File: config.mk
export PLATFORM = sky130hd
export DESIGN_NAME = mem_stage_ctrl
export DESIGN_NICKNAME = d
export VERILOG_FILES = /design/src/rtl/mem_stage_ctrl.sv
export SDC_FILE = /design/constraint.sdc
export NUM_CORES = 1
export LEC_CHECK = 0
export ABC_AREA = 1
export BUFFER_PORTS_ARGS = -buffer_cell sky130_fd_sc_hd__buf_4
export CORE_MARGIN = 8
export CORE_UTILIZATION = 47
export DETAILED_ROUTE_END_ITERATION = 6
export PLACE_DENSITY = 0.81
export SKIP_LAST_GASP = 1
export SYNTH_ARGS = -nofsm -noshare
export SYNTH_HDL_FRONTEND = slang
export SYNTH_SLANG_ARGS = --single-unit
File: constraint.sdc
create_clock -name Clk -period 4.9 [get_ports Clk]
set_input_delay 0.49 -clock Clk [delete_from_list [all_inputs] [get_ports Clk]]
set_output_delay 0.49 -clock Clk [all_outputs]
set_load 0.05 [all_outputs]
File: src/rtl/mem_stage_ctrl.sv
// MEM-stage controller: runs a req/ack transaction to a variable-latency data
// memory for EX/MEM loads and stores, stalling the upstream pipeline meanwhile.
module mem_stage_ctrl #(
  parameter int unsigned TIMEOUT = 255
) (
  input  logic        Clk,
  input  logic        Rst,
  input  logic        MemRead_in,
  input  logic        MemWrite_in,
  input  logic        Branch_in,
  input  logic        Zero_in,
  input  logic [31:0] ALUResult_in,
  input  logic [31:0] ReadData2_in,
  output logic        DMem_Req,
  output logic        DMem_We,
  output logic [31:0] DMem_Addr,
  output logic [31:0] DMem_WData,
  input  logic        DMem_Ack,
  input  logic [31:0] DMem_RData,
  output logic        Stall,
  output logic        PCSrc,
  output logic [31:0] ReadData_out,
  output logic        Done,
  output logic        AlignErr,
  output logic        TimeoutErr
);

  typedef enum logic [1:0] {IDLE, WAIT, DONE} state_t;

  // Counter value seen in the last permitted WAIT cycle.
  localparam logic [7:0] LAST_COUNT = 8'(TIMEOUT - 1);

  state_t     state;
  logic [7:0] count;
  logic       access;
  logic       aligned;

  assign access  = MemRead_in | MemWrite_in;
  assign aligned = (ALUResult_in[1:0] == 2'b00);
  assign PCSrc   = Branch_in & Zero_in;

  // Stall must be known in the same cycle the access is presented, so it is
  // decoded from state and inputs rather than registered.
  assign Stall    = !Rst && ((state == WAIT) || (state == IDLE && access && aligned));
  assign AlignErr = !Rst && (state == IDLE) && access && !aligned;

  // NOTE: all state uses non-blocking assignments so every register samples
  // pre-edge values; reset is synchronous, so it only acts on a clock edge.
  always_ff @(posedge Clk) begin
    if (Rst) begin
      state        <= IDLE;
      count        <= '0;
      DMem_Req     <= 1'b0;
      DMem_We      <= 1'b0;
      DMem_Addr    <= '0;
      DMem_WData   <= '0;
      ReadData_out <= '0;
      Done         <= 1'b0;
      TimeoutErr   <= 1'b0;
    end else begin
      case (state)
        IDLE: begin
          if (access && aligned) begin
            DMem_Req   <= 1'b1;
            DMem_We    <= MemWrite_in;
            DMem_Addr  <= ALUResult_in;
            DMem_WData <= ReadData2_in;
            count      <= '0;
            state      <= WAIT;
          end
        end
        WAIT: begin
          // A late ack in the final permitted cycle still wins over timeout.
          if (DMem_Ack) begin
            DMem_Req <= 1'b0;
            if (!DMem_We) ReadData_out <= DMem_RData;
            Done     <= 1'b1;
            state    <= DONE;
          end else if (count == LAST_COUNT) begin
            DMem_Req     <= 1'b0;
            TimeoutErr   <= 1'b1;
            ReadData_out <= '0;
            Done         <= 1'b1;
            state        <= DONE;
          end else begin
            count <= count + 8'd1;
          end
        end
        DONE: begin
          Done  <= 1'b0;
          state <= IDLE;
        end
        default: state <= IDLE;
      endcase
    end
  end

endmodule

Word-level counts from Yosys, hierarchy flattened. Index checks and enable logic that the tools add are counted.

Output and inout port bits: 103. Bits of input ports: 103. Register bits: 110. Word-level logic and storage cells: 61.

Reductions and logical operators: 22. Add/sub/neg operators: 1. Bitwise logic cells: 3. Mux-type cells: 18. Eq/ne operators: 8.

Operators by type and width (count): $mux W32 (3); $mux W8 (3); $pmux W8 S2 (1); $reduce_and A3 Y1 (3); $add A8 B1 Y8 const B (1); $eq A8 B8 Y1 const B (1); $logic_and A1 B1 Y1 (7); $mux W2 (3); $ne A2 B2 Y1 const B (3); $reduce_and A2 Y1 (3); $reduce_bool A2 Y1 (3); $mux W1 (5); $logic_not A2 Y1 (2); $pmux W1 S2 (2); $pmux W2 S2 (1); $reduce_and A4 Y1 (1); $ne A3 B2 Y1 const B (1); $eq A2 B1 Y1 const B (1); $eq A2 B2 Y1 const B (1); $logic_not A1 Y1 (2); $ne A2 B1 Y1 const B (1); $and A1 B1 Y1 (1); $logic_or A1 B1 Y1 (1); $not A1 Y1 (1); $or A1 B1 Y1 (1).

Depth between registers and ports, before layout. Gate-level depths: netlist (run 1).

Depth in word-level cells: 5. Depth in mapped cells: 10.

Worst setup path after synthesis (run 1). Ideal clock, no wire load.

Path kind: input -> output. From: in Rst. To: out Stall. Cell stages on the path: 4. Slack: 2612 ps. Buffers on the path: 3. Arrival time: 1798 ps. Cells stage by stage: buf_2 > clkbuf_1 > clkbuf_1 > a21oi_1.

Word-level cells in the longest chain between the ends: 2.

RTL lines: start: declaration (RTL line 7) `input logic Rst,`; $logic_not A1 Y1 (RTL line 44) `assign Stall = !Rst && ((state == WAIT) || (state == IDLE && access && aligned));`; $logic_and A1 B1 Y1 (RTL line 44); end: declaration (RTL line 20) `output logic Stall,`.

No other way between the ends.

Worst setup path after layout (run 1).
From: in Rst. To: out AlignErr.

Word-level cells in the longest chain between the ends: 4.

RTL lines: $logic_not A1 Y1 (RTL line 45) `assign AlignErr = !Rst && (state == IDLE) && access && !aligned;`; $logic_and A1 B1 Y1 (3 in a row) (RTL line 45); end: declaration (RTL line 24) `output logic AlignErr,`.

No other way between the ends.

==> results of run 1 <==
## cell type report
class,instances,area (um2),area share [%]
clock inverter,5,43.8,0.729
multi-input combinational,386,1840,30.7
timing repair buffer,206,1550,25.7
inverter,25,93.8,1.56
sequential,110,2200,36.7
tap,111,139,2.31
clock buffer,11,141,2.35
## per-stage QoR
step                area [um2]  util (%)  hold WS, ns  setup WS [ns]
global route              6010      66.0        0.364           1.92
floorplan                 4360         -        0.456           2.61
finish                    6010      66.0        0.375           2.05
CTS                       6010      66.0        0.353           2.08
global placement          5820      63.9        0.437           2.10
detailed placement        5820      63.9        0.440           2.09
## tightest hold or removal path, cell delays in order
cell,delay [ns]
buf_4,0.11
nand2_1,0.05
a21oi_1,0.05
## layout by cell type (no fill, tap or decap), drive strengths merged
master and n:
buf 206, nand2 172, dfxtp 110, a21oi 76, nor2 50, o21ai 35, a22oi 32, inv 26
nand3 12, clkbuf 11, ha 5, clkinvlp 2, clkinv 2, nand4 2, or2 1, nor3 1
## Yosys cell counts
cell type and instances:
a21oi_1 76, a22oi_1 32, buf_2 14, buf_4 5
buf_6 5, clkbuf_1 18, dfxtp_1 110, ha_1 5
inv_1 25, nand2_1 169, nand2_2 1, nand2_4 2
nand3_1 11, nand3_2 1, nand4_1 1, nand4_4 1
nor2_1 48, nor2_4 1, nor2_8 1, nor3_1 1
o21ai_0 13, o21ai_1 22, or2_1 1
## state kept, by name, summed over array words and instances (netlist names)
name and cells:
DMem_Addr 32, TimeoutErr 1, count 8, DMem_Req 1, ReadData_out 32, Done 1
state 2, DMem_WData 32, DMem_We 1
## routing by layer
layer	vias up	global-route usage (%)
met3	11	7.03
met5	-	0
met4	0	6.65
met2	194	33.8
met1	2036	24.1
li1	2181	-
## kinds of logic (layout without fill, tap and decap cells)
group / count (synthesis) / in the layout
and+or+nand+nor: 238 / 238
AOI/OAI and AO/OA: 143 / 143
DFF: 110 / 110
buffers and inverters: 67 / 247
adders and majority gates: 5 / 5
## power by group
part           internal (mW)  switching [mW]  total (mW)
combinational          0.153           0.298       0.451
clock                  0.205           0.301       0.506
sequential             0.943          0.0272       0.970
total                   1.30           0.626        1.93
## final timing paths
path,endpoint,startpoint,slack [ns]
worst min register to register,TimeoutErr$_SDFFE_PP0P_,TimeoutErr$_SDFFE_PP0P_,0.45
worst max-delay path,AlignErr,Rst,2.05
worst max register to register,ReadData_out[20]$_SDFFE_PP0P_,state[1]$_SDFFE_PP0P_,2.26
worst min-delay path,DMem_Addr[11]$_SDFFE_PP0P_,ALUResult_in[11],0.37
==> results.cfg, run 1 <==
[outcome]
status = completed

[timing]
max_freq_mhz = 351
drv_slew = 0
clock_skew_ns = 0.0132
rsz0062_at_grt = no
slew-limit-headroom_pct = 20.9
hold_viol = 0
finalCritPeriodShare_pct = 58.1
setup-violations-final = 0
tns_ns = 0
period_needed_ns = 2.85
tightest_slew_ns = 1.19

[cts]
cts_sinks = 110
root_buffer = clkbuf_8
hold_buffers = 0
clk_path_buf_depth = 2
clk_pin_slew_ns = 0.10
cts_buffers = 9
cts.htree.levels = 3
cts_resized = 0
postCtsSetupBuffers = 0
clk_latency_ns = 0.36
cts_tree = built

[synth]
synth_xor_xnor_area_share_pct = 0
ys_ff_latch = 110
synth_top_family_by_area = simple AND/OR/NAND/NOR gates
syn_area_per_cell_um2 = 7.75
yosysWarningCount = 0
synth_cell_types = 23
synth_top_area_share_pct = 50.5
synthSimpleGateAreaFrac_pct = 22.4
synth_compound_area_share_pct = 18.2
synthTopCellsByArea = dfxtp_1, nand2_1, a21oi_1, a22oi_1, nor2_1
yosys.area.top_type = dfxtp_1
synth_cells = 563
synthAdderAreaFrac_pct = 1.43
netlist_area_um2 = 4360
seq_area_frac_synth_pct = 50.5
synth.mux.area_fraction_pct = 0
synth_fp_nets = 671

[worst_setup_path]
critical_path_buf_inv_count = 3
end_kind = output port
crit_arrival_ns = 2.36
crit_top_cell = buf_4
path_cells = buf_4 -> inv_1 -> nand3_1 -> nor2_1 -> buf_4
cpPeakStageDelay_ns = 0.74
start_kind = primary input
rr_worst_depth = 7
cp_max_fo = 70
crit_type = primary input to output port
required_ns = 4.41
crit_slowest_cell = inv_1
cp.depth = 5
critical-path-top-delay-family = buffers and inverters

[grt]
track_usage_pct = 20.4
grt_pass1_vias = 4278
grt_pass1_wl_um = 21200
antenna_found_initial = 0
grt_overflow_total = 0
grt_max_degree = 71

[final_layout]
drive_above_1_share_pct = 31.0
fillerInstances = 751
area_delta_synth_final_pct = 37.7
antennaDiodeCount = 0
num-nets-final = 846
final_cells = 854

[route]
vias = 4422
route.met3.wl_um = 1250
antenna_left = 0
top_layer = met4
first_pass_iters = 5
wire_per_inst_um = 15.7
wl_met2_um = 6600
drc = 0
wl_met1_um = 5410
finalWirelength_um = 13400
drt_iter0_drc = 423
vias_per_cell = 5.18

[placed_design]
gp_congestion = 0.839
port_buffers = 205
dp_cells = 838
place.detailed.hpwl_um = 9610

[floorplan]
die_width_um = 112
io_pins = 206
num_rows = 35
coreArea_um2 = 9110
die_h_um = 112
dieArea_um2 = 12600
start_util_pct = 47.9

[power]
ir_drop_v = 0.000142
p_leak_nw = 2.91
p_per_area_nw_per_um2 = 321
finalPower_mw = 1.93

[min_path]
hold-path-cell-count = 3
hold_path.class = primary input to register

[run]
max_cap_violations = 0
(Power assumes the default switching activity.)
==> inputs of run 2 (changes only) <==
--- a/config.mk
+++ b/config.mk
@@ -8,9 +8,9 @@
 export ABC_AREA = 1
 export BUFFER_PORTS_ARGS = -buffer_cell sky130_fd_sc_hd__buf_4
 export CORE_MARGIN = 8
-export CORE_UTILIZATION = 47
+export CORE_UTILIZATION = 46
 export DETAILED_ROUTE_END_ITERATION = 6
-export PLACE_DENSITY = 0.81
+export PLACE_DENSITY = 0.79
 export SKIP_LAST_GASP = 1
 export SYNTH_ARGS = -nofsm -noshare
 export SYNTH_HDL_FRONTEND = slang
==> constraint.sdc (replaced) <==
create_clock -name Clk -period 2.95 [get_ports Clk]
set_input_delay 0.295 -clock Clk [delete_from_list [all_inputs] [get_ports Clk]]
set_output_delay 0.295 -clock Clk [all_outputs]
set_load 0.05 [all_outputs]
==> run 2 against run 1 <==
Compared with the run above: cell count is 2.7% higher; global-route usage is essentially flat; first-iteration DRC count fell by 13%; via count down 0.68%; wire length grew 0.93%; critical endpoint is now Stall; clock power is 63% higher; combinational power rose by 67%; core utilization decreased by 0.41 points; die area grew 1.9%; clock skew up 0.0036 ns; register-to-register slack worse by 1.5 ns.
==> results.cfg, run 2 (synthesis results as in run 1) <==
[outcome]
status = completed

[cts]
clk_latency_ns = 0.36
cts_resized = 0
clk_pin_slew_ns = 0.11
cts_sinks = 110
cts_buffers = 9
clk_path_buf_depth = 2
hold_buffers = 0
cts.htree.levels = 3
root_buffer = clkbuf_8
cts_tree = built
postCtsSetupBuffers = 0

[route]
first_pass_iters = 4
wire_per_inst_um = 15.4
finalWirelength_um = 13500
drt_iter0_drc = 367
antenna_left = 0
drc = 0
vias = 4392
vias_per_cell = 5.01

[timing]
rsz0062_at_grt = no
slew-limit-headroom_pct = 52.8
tns_ns = 0
hold_ws_ns = 0.178
clock_skew_ns = 0.0168
finalCritPeriodShare_pct = 79.7
tightest_slew_ns = 0.709
hold_viol = 0
drv_slew = 0
period_needed_ns = 2.35
max_freq_mhz = 425
setup-violations-final = 0

[grt]
grt_pass1_vias = 4354
met2_usage_pct = 33.9
grt_pass1_wl_um = 21600
grt_most_used_layer = met2
met1_usage_pct = 23.1
track_usage_pct = 20.4
grt_max_degree = 70
grt_overflow_total = 0
antenna_found_initial = 0
gr-usage-met3_pct = 7.87

[power]
p_leak_nw = 2.93
p_per_area_nw_per_um2 = 526
ir_drop_v = 0.000327

[worst_setup_path]
end_kind = output port
crit_arrival_ns = 2.06
r2r-start = state[1]$_SDFFE_PP0P_
crit_type = register to output port
cp_max_fo = 66
required_ns = 2.65
start_kind = register
worstSetupStartpoint = state[0]$_SDFFE_PP0P_

[floorplan]
coreArea_um2 = 9240
start_util_pct = 47.2
die_width_um = 113
dieArea_um2 = 12900
io_pins = 206
num_rows = 35
die_h_um = 113

[final_layout]
drive_above_1_share_pct = 31.3
fillerInstances = 786
area_delta_synth_final_pct = 38.8
antennaDiodeCount = 0
layout_common_cells = buf_4, nand2_1, dfxtp_1, a21oi_1, nor2_1
final_common_cell = buf_4
num-nets-final = 851
reg_top3 = DMem_Addr: 32 flops, DMem_WData: 32 flops, ReadData_out: 32 flops

[placed_design]
gp_congestion = 0.820
place.detailed.hpwl_um = 9860
port_buffers = 205

[min_path]
hp-start = ReadData2_in[24]
hold_path.class = primary input to register

[run]
max_cap_violations = 0
run 2: cell count changes in the layout (fill, tap and decap cells not counted), sizes merged:
cell / before / now
buf: 206 / 211
inv: 26 / 27
clkinvlp: 2 / 1
run 2: routing by layer:
metal  vias up  part of all wire (%)  routed length (um)
met2       170                    47                6410
met4         0                   1.9                 262
met1      2018                    41                5500
met3        17                    10                1360
met5         -                     0                   0
li1       2187                     -                   -
run 2: power by group:
part / internal (mW) / switching, mW
Combinational: 0.257 / 0.496
Sequential: 1.57 / 0.0437
Clock: 0.318 / 0.506
Total: 2.14 / 1.05
run 2: final cells by class:
cell class                 count  area [um2]  share of cell area (%)
timing repair buffer         211        1580                    26.2
tap                          129         161                    2.66
clock buffer                  11         131                    2.17
clock inverter                 5        42.5                   0.702
sequential                   110        2200                    36.4
inverter                      25        93.8                    1.55
multi-input combinational    386        1840                    30.4
run 2: worst max-delay path, stage by stage, from the launching register on:
cell	delay [ns]
dfxtp_1	0.38
inv_1	0.07
ha_1	0.25
nand3_2	0.11
buf_4	0.52
a21oi_1	0.14
buf_4	0.23
run 2: final timing paths:
kind	end	slack (ns)	depth (start not counted)
max	Stall	0.60	6
min	DMem_WData[24]$_SDFFE_PP0P_	0.18	3
min reg2reg	TimeoutErr$_SDFFE_PP0P_	0.45	2
max reg2reg	ReadData_out[15]$_SDFFE_PP0P_	0.79	6
run 2: stage by stage:
stage / setup WS [ns] / instances / area, um2 / util [%] / power (mW)
final: 0.598 / 877 / 6060 / 65.6 / 3.19
after global routing: 0.452 / 877 / 6060 / 65.6 / 3.34
after CTS: 0.563 / 877 / 6060 / 65.6 / 3.22
after detailed placement: 0.822 / 861 / 5880 / 63.7 / 2.40
after global placement: 0.926 / 861 / 5880 / 63.7 / 2.38
after floorplan: 0.969 / 563 / 4360 / - / 2.13
